File: config.mk
export PLATFORM = sky130hd
export DESIGN_NAME = uart_rx_os
export DESIGN_NICKNAME = d
export VERILOG_FILES = /design/src/rtl/uart_rx_os.sv
export SDC_FILE = /design/constraint.sdc
export NUM_CORES = 1
export LEC_CHECK = 0
export BUFFER_PORTS_ARGS = -buffer_cell sky130_fd_sc_hd__buf_2
export CAP_MARGIN = 15
export CORE_AREA = 2 2 62 64
export CTS_BUF_LIST = sky130_fd_sc_hd__clkbuf_8 sky130_fd_sc_hd__clkbuf_16
export DETAILED_ROUTE_END_ITERATION = 6
export DIE_AREA = 0 0 64 66
export PLACE_DENSITY_LB_ADDON = 0.2
export RECOVER_POWER = 50
export SYNTH_ARGS = -nofsm -noshare
export SYNTH_HDL_FRONTEND = slang
export SYNTH_SLANG_ARGS = --single-unit
File: constraint.sdc
create_clock -name clk -period 1.5 [get_ports clk]
set_clock_uncertainty 0.05 [all_clocks]
set_input_delay 0.45 -clock clk [delete_from_list [all_inputs] [get_ports clk]]
set_output_delay 0.45 -clock clk [all_outputs]
set_load 0.01 [all_outputs]
File: src/rtl/uart_rx_os.sv
// 8N1 UART receiver: two-flop synchronizer, 3-sample majority vote at bit
// centre, framing-error pulse and sticky overrun, valid/ack byte handshake.
`timescale 1ns/1ps
module uart_rx_os #(
  parameter int CLKS_PER_BIT = 16,
  parameter int DATA_BITS    = 8
) (
  input  logic                 clk,
  input  logic                 srst,
  input  logic                 rx,
  output logic [DATA_BITS-1:0] rx_data,
  output logic                 rx_valid,
  input  logic                 rx_ack,
  output logic                 rx_ferr,
  output logic                 rx_overrun,
  output logic                 rx_busy
);

  localparam int CW = $clog2(CLKS_PER_BIT);
  localparam int BW = $clog2(DATA_BITS);
  localparam logic [CW-1:0] CNT_HALF = CW'(CLKS_PER_BIT/2 - 1);
  localparam logic [CW-1:0] CNT_LAST = CW'(CLKS_PER_BIT - 1);
  localparam logic [BW-1:0] BIT_LAST = BW'(DATA_BITS - 1);

  typedef enum logic [1:0] {IDLE, START, DATA, STOP} state_t;

  state_t               state;
  logic [CW-1:0]        cnt;
  logic [BW-1:0]        bit_idx;
  logic [DATA_BITS-1:0] shreg;
  logic                 rx_meta;
  logic                 rxs;
  logic [2:0]           hist;
  logic                 maj;

  assign maj = (hist[0] & hist[1]) | (hist[0] & hist[2]) | (hist[1] & hist[2]);

  // hist[0] is the previous rxs, so a start edge is hist[0]=1 with rxs=0;
  // a line held low therefore never retriggers a frame.
  always_ff @(posedge clk) begin
    if (srst) begin
      rx_meta    <= 1'b1;
      rxs        <= 1'b1;
      hist       <= 3'b111;
      state      <= IDLE;
      cnt        <= '0;
      bit_idx    <= '0;
      shreg      <= '0;
      rx_data    <= '0;
      rx_valid   <= 1'b0;
      rx_ferr    <= 1'b0;
      rx_overrun <= 1'b0;
      rx_busy    <= 1'b0;
    end else begin
      rx_meta <= rx;
      rxs     <= rx_meta;
      hist    <= {hist[1:0], rxs};
      rx_ferr <= 1'b0;

      if (rx_valid && rx_ack)
        rx_valid <= 1'b0;

      case (state)
        IDLE: begin
          if (hist[0] && !rxs) begin
            state   <= START;
            cnt     <= '0;
            rx_busy <= 1'b1;
          end
        end

        START: begin
          if (cnt == CNT_HALF) begin
            cnt <= '0;
            if (maj) begin
              state   <= IDLE;
              rx_busy <= 1'b0;
            end else begin
              state   <= DATA;
              bit_idx <= '0;
            end
          end else begin
            cnt <= cnt + 1'b1;
          end
        end

        DATA: begin
          if (cnt == CNT_LAST) begin
            cnt     <= '0;
            shreg   <= {maj, shreg[DATA_BITS-1:1]};
            bit_idx <= bit_idx + 1'b1;
            if (bit_idx == BIT_LAST)
              state <= STOP;
          end else begin
            cnt <= cnt + 1'b1;
          end
        end

        STOP: begin
          if (cnt == CNT_LAST) begin
            cnt     <= '0;
            state   <= IDLE;
            rx_busy <= 1'b0;
            // A same-cycle ack frees the slot, so only an unacked byte overruns.
            if (maj) begin
              rx_data  <= shreg;
              rx_valid <= 1'b1;
              if (rx_valid && !rx_ack)
                rx_overrun <= 1'b1;
            end else begin
              rx_ferr <= 1'b1;
            end
          end else begin
            cnt <= cnt + 1'b1;
          end
        end

        default: begin
          state   <= IDLE;
          rx_busy <= 1'b0;
        end
      endcase
    end
  end

endmodule

==> impl_metrics.json <==
{
  "critical_path_arrival_ps": 1640,
  "synthDistinctLibCells": 36,
  "cts_max_level": 2,
  "root_buffer": "clkbuf_8",
  "synth_top_family_by_area": "simple AND/OR/NAND/NOR gates",
  "ant_nets": 0,
  "setup_viol_count_final": 0,
  "syn_inst": 151,
  "grt_pass1_vias": 1127,
  "initial_core_util": 0.389,
  "syn_avg_cell_area_um2": 9.16,
  "ios": 16,
  "cts_hold_buf": 0,
  "die_w_um": 64,
  "grt_pass1_wl_mm": 4.88,
  "finalNonFillerCells": 230,
  "r2r_start": "cnt[0]",
  "fin_nets": 189,
  "core_area_um2": 3550,
  "min_path_type": "in2reg",
  "powerDensity_nw_per_um2": 1020,
  "wire_per_inst_um": 12.1,
  "rsz0062_at_grt": "yes",
  "rows": 22,
  "synth_compound_area_frac": 0.130,
  "synthMuxAreaShare": 0.0652,
  "reg2regPathDepth": 6,
  "clk_path_buf_depth": 2,
  "ys_seq_area_frac": 0.492,
  "vias_per_cell": 4.96,
  "drive_gt1_frac": 0.346,
  "hold_viol": 0,
  "synthSimpleGateAreaFrac": 0.212,
  "status": "completed",
  "slew_viol_final": 0,
  "fmax_mhz": 681,
  "tightest_slew_ps": 267,
  "place_congestion": 0.856,
  "p_seq_frac": 0.503,
  "synth_adder_area_share": 0.0344,
  "place_ws_ps": -41.4,
  "hp-start": "rx",
  "routed_wirelength_mm": 2.79,
  "fin_ws_ps": 31.7,
  "area_growth_pct": 29.4,
  "cts_tree": "built",
  "overflow": 0,
  "slew_headroom": 0.819,
  "synth_nets": 158,
  "min_to": "rx_meta",
  "period_needed_ps": 1470,
  "vias": 1140,
  "n_fill_cell": 344,
  "synthTopCellsByArea": "dfxtp_1, mux2i_1, a21oi_1",
  "synth_area_leader_cell": "dfxtp_1",
  "place_hpwl_mm": 1.91,
  "antenna_cells": 0,
  "fin_util": 0.504,
  "whs_path_depth": 2,
  "grt_usage": 0.152,
  "die_h_um": 66,
  "syn-cell-area_um2": 1380,
  "placedCellCount": 222,
  "worstPathRequired_ps": 1670,
  "clock_sinks": 34,
  "cts_made_buffers": 5,
  "antenna_found_initial": 0,
  "die_area_um2": 4220,
  "p_switching_uw": 354,
  "synth_xor_area_frac": 0.00633,
  "drt-initial-drc-count": 48,
  "synth_warnings": 0,
  "start_kind": "register",
  "drc": 0,
  "grt_max_degree": 22,
  "ir_worst_vdd_mv": 0.602,
  "path_clk_slew_ps": 70,
  "synth_top_area_share": 0.492,
  "end_kind": "register",
  "clock_power_share": 0.458,
  "insertion_delay_ps": 280,
  "portBuffers": 15,
  "critPathMaxFanout": 7,
  "p_int_mw": 1.48,
  "power_frac_comb": 0.039,
  "min_period_over_period": 0.979,
  "critPathKind": "reg2reg",
  "synth-seq-cells": 34,
  "power_mw": 1.83,
  "reg2reg_setup_slack_ps": 30,
  "p_sw_frac": 0.193,
  "r2r-end": "rx_overrun",
  "max-cap-violations": 0,
  "drt-pass1-iter-count": 4,
  "power_leakage_nw": 0.769
}
[cell usage after synthesis (all sizes together)]
cell / n
nor3b: 1
inv: 1
nor3: 3
nand2b: 1
a211o: 1
a22oi: 2
a21o: 1
nor4b: 1
or2: 5
nand2: 22
buf: 6
or4: 1
or3: 1
dfxtp: 34
xnor2: 1
o211a: 1
a31oi: 1
nor4: 1
nand4: 1
ha: 3
nand3b: 1
nor2: 17
or3b: 1
nand3: 4
o21ba: 1
and2b: 1
mux2i: 9
o21ai: 3
clkbuf: 4
maj3: 1
a211oi: 3
a21oi: 17
and3: 1
[through the flow]
stage	setup TNS, ps	cell area, um2	hold slack [ps]
2_1_floorplan	0	1390	339
3_3_place_gp	0	1580	353
3_5_place_dp	-84.7	1580	357
4_1_cts	0	1740	292
5_1_grt	-352	1790	293
6_report	0	1790	296
[final cells by class]
cell class / count / area [um2] / area share
inverters: 1 / 3.75 / 0.00210
multi-input cells: 106 / 701 / 0.392
repair buffers: 34 / 223 / 0.124
flip-flops and latches: 34 / 689 / 0.385
clock inverters: 1 / 30.0 / 0.0168
clock buffers: 6 / 82.6 / 0.0462
well taps: 48 / 60.1 / 0.0336
[per-layer routing]
layer / vias to the layer above / routed length (um) / GRT usage / part of all wire
li1: 582 / - / - / -
met1: 534 / 1280 / 0.173 / 0.46
met2: 19 / 1330 / 0.260 / 0.48
met3: 5 / 139 / 0.0579 / 0.050
met4: 0 / 41 / 0.0489 / 0.015
met5: - / 0 / 0 / 0
[state kept, by name (all words and copies together) (netlist names), named ones only]
signal	cells
rx_busy	1
rx_data	8
hist	3
rx_overrun	1
bit_idx	3
rx_ferr	1
rxs	1
shreg	8
cnt	4
rx_meta	1
rx_valid	1
state	1
[kinds of logic (layout without fill, tap and decap cells)]
| group | Yosys count | after routing |
|---|---|---|
| AND/OR/NAND/NOR | 62 | 62 |
| adder cells (fa/ha/maj) | 4 | 4 |
| flip-flops | 34 | 34 |
| multiplexers | 9 | 9 |
| AO/OA/AOI/OAI | 30 | 30 |
| buffers and inverters | 11 | 42 |
| XOR/XNOR | 1 | 1 |
[what timing repair did]
action | CTS | global route
buffers inserted | 0 | 1
endpoints found under the setup margin | 11 | 17
gates resized for setup | 13 | 9
cloned | 0 | 1
pin swaps | 3 | 6
[worst max-delay path by stage]
| stage | start | endpoint | slack (ps) |
|---|---|---|---|
| floorplan | cnt[0] | bit_idx[2] | 10 |
| global placement | cnt[0] | bit_idx[0] | 6 |
| detailed placement | cnt[0] | bit_idx[0] | -40 |
| CTS | hist[0] | rx_data[2] | 2 |
| global route | cnt[0] | rx_data[4] | -50 |
| finish | cnt[0] | rx_overrun | 30 |
[cell usage in the layout, fill, tap and decap left out, drive strengths merged, types with 2 or more instances in the layout]
cell    count
nand3       4
clkbuf      6
mux2i       9
nor2       17
a211oi      3
a21oi      17
nand2      22
buf        34
o21ai       3
ha          3
dfxtp      34
or2         5
a22oi       2
nor3        3
[power by group through the flow]
stage / Combinational, mW / Sequential, mW / Clock (mW)
after floorplan: 0.0456 / 0.938 / 0
after global placement: 0.0650 / 0.938 / 0
after detailed placement: 0.0663 / 0.939 / 0
after CTS: 0.0708 / 0.919 / 0.856
after global routing: 0.0819 / 0.921 / 0.900
final: 0.0716 / 0.920 / 0.838
[worst max-delay path: stages, from the launching register on]
cell and delay (ps):
dfxtp_2 350, ha_4 180, and3_4 200, nand4_1 160, buf_6 190, o21ba_2 200
nor2_1 70
(Power assumes the default switching activity.)
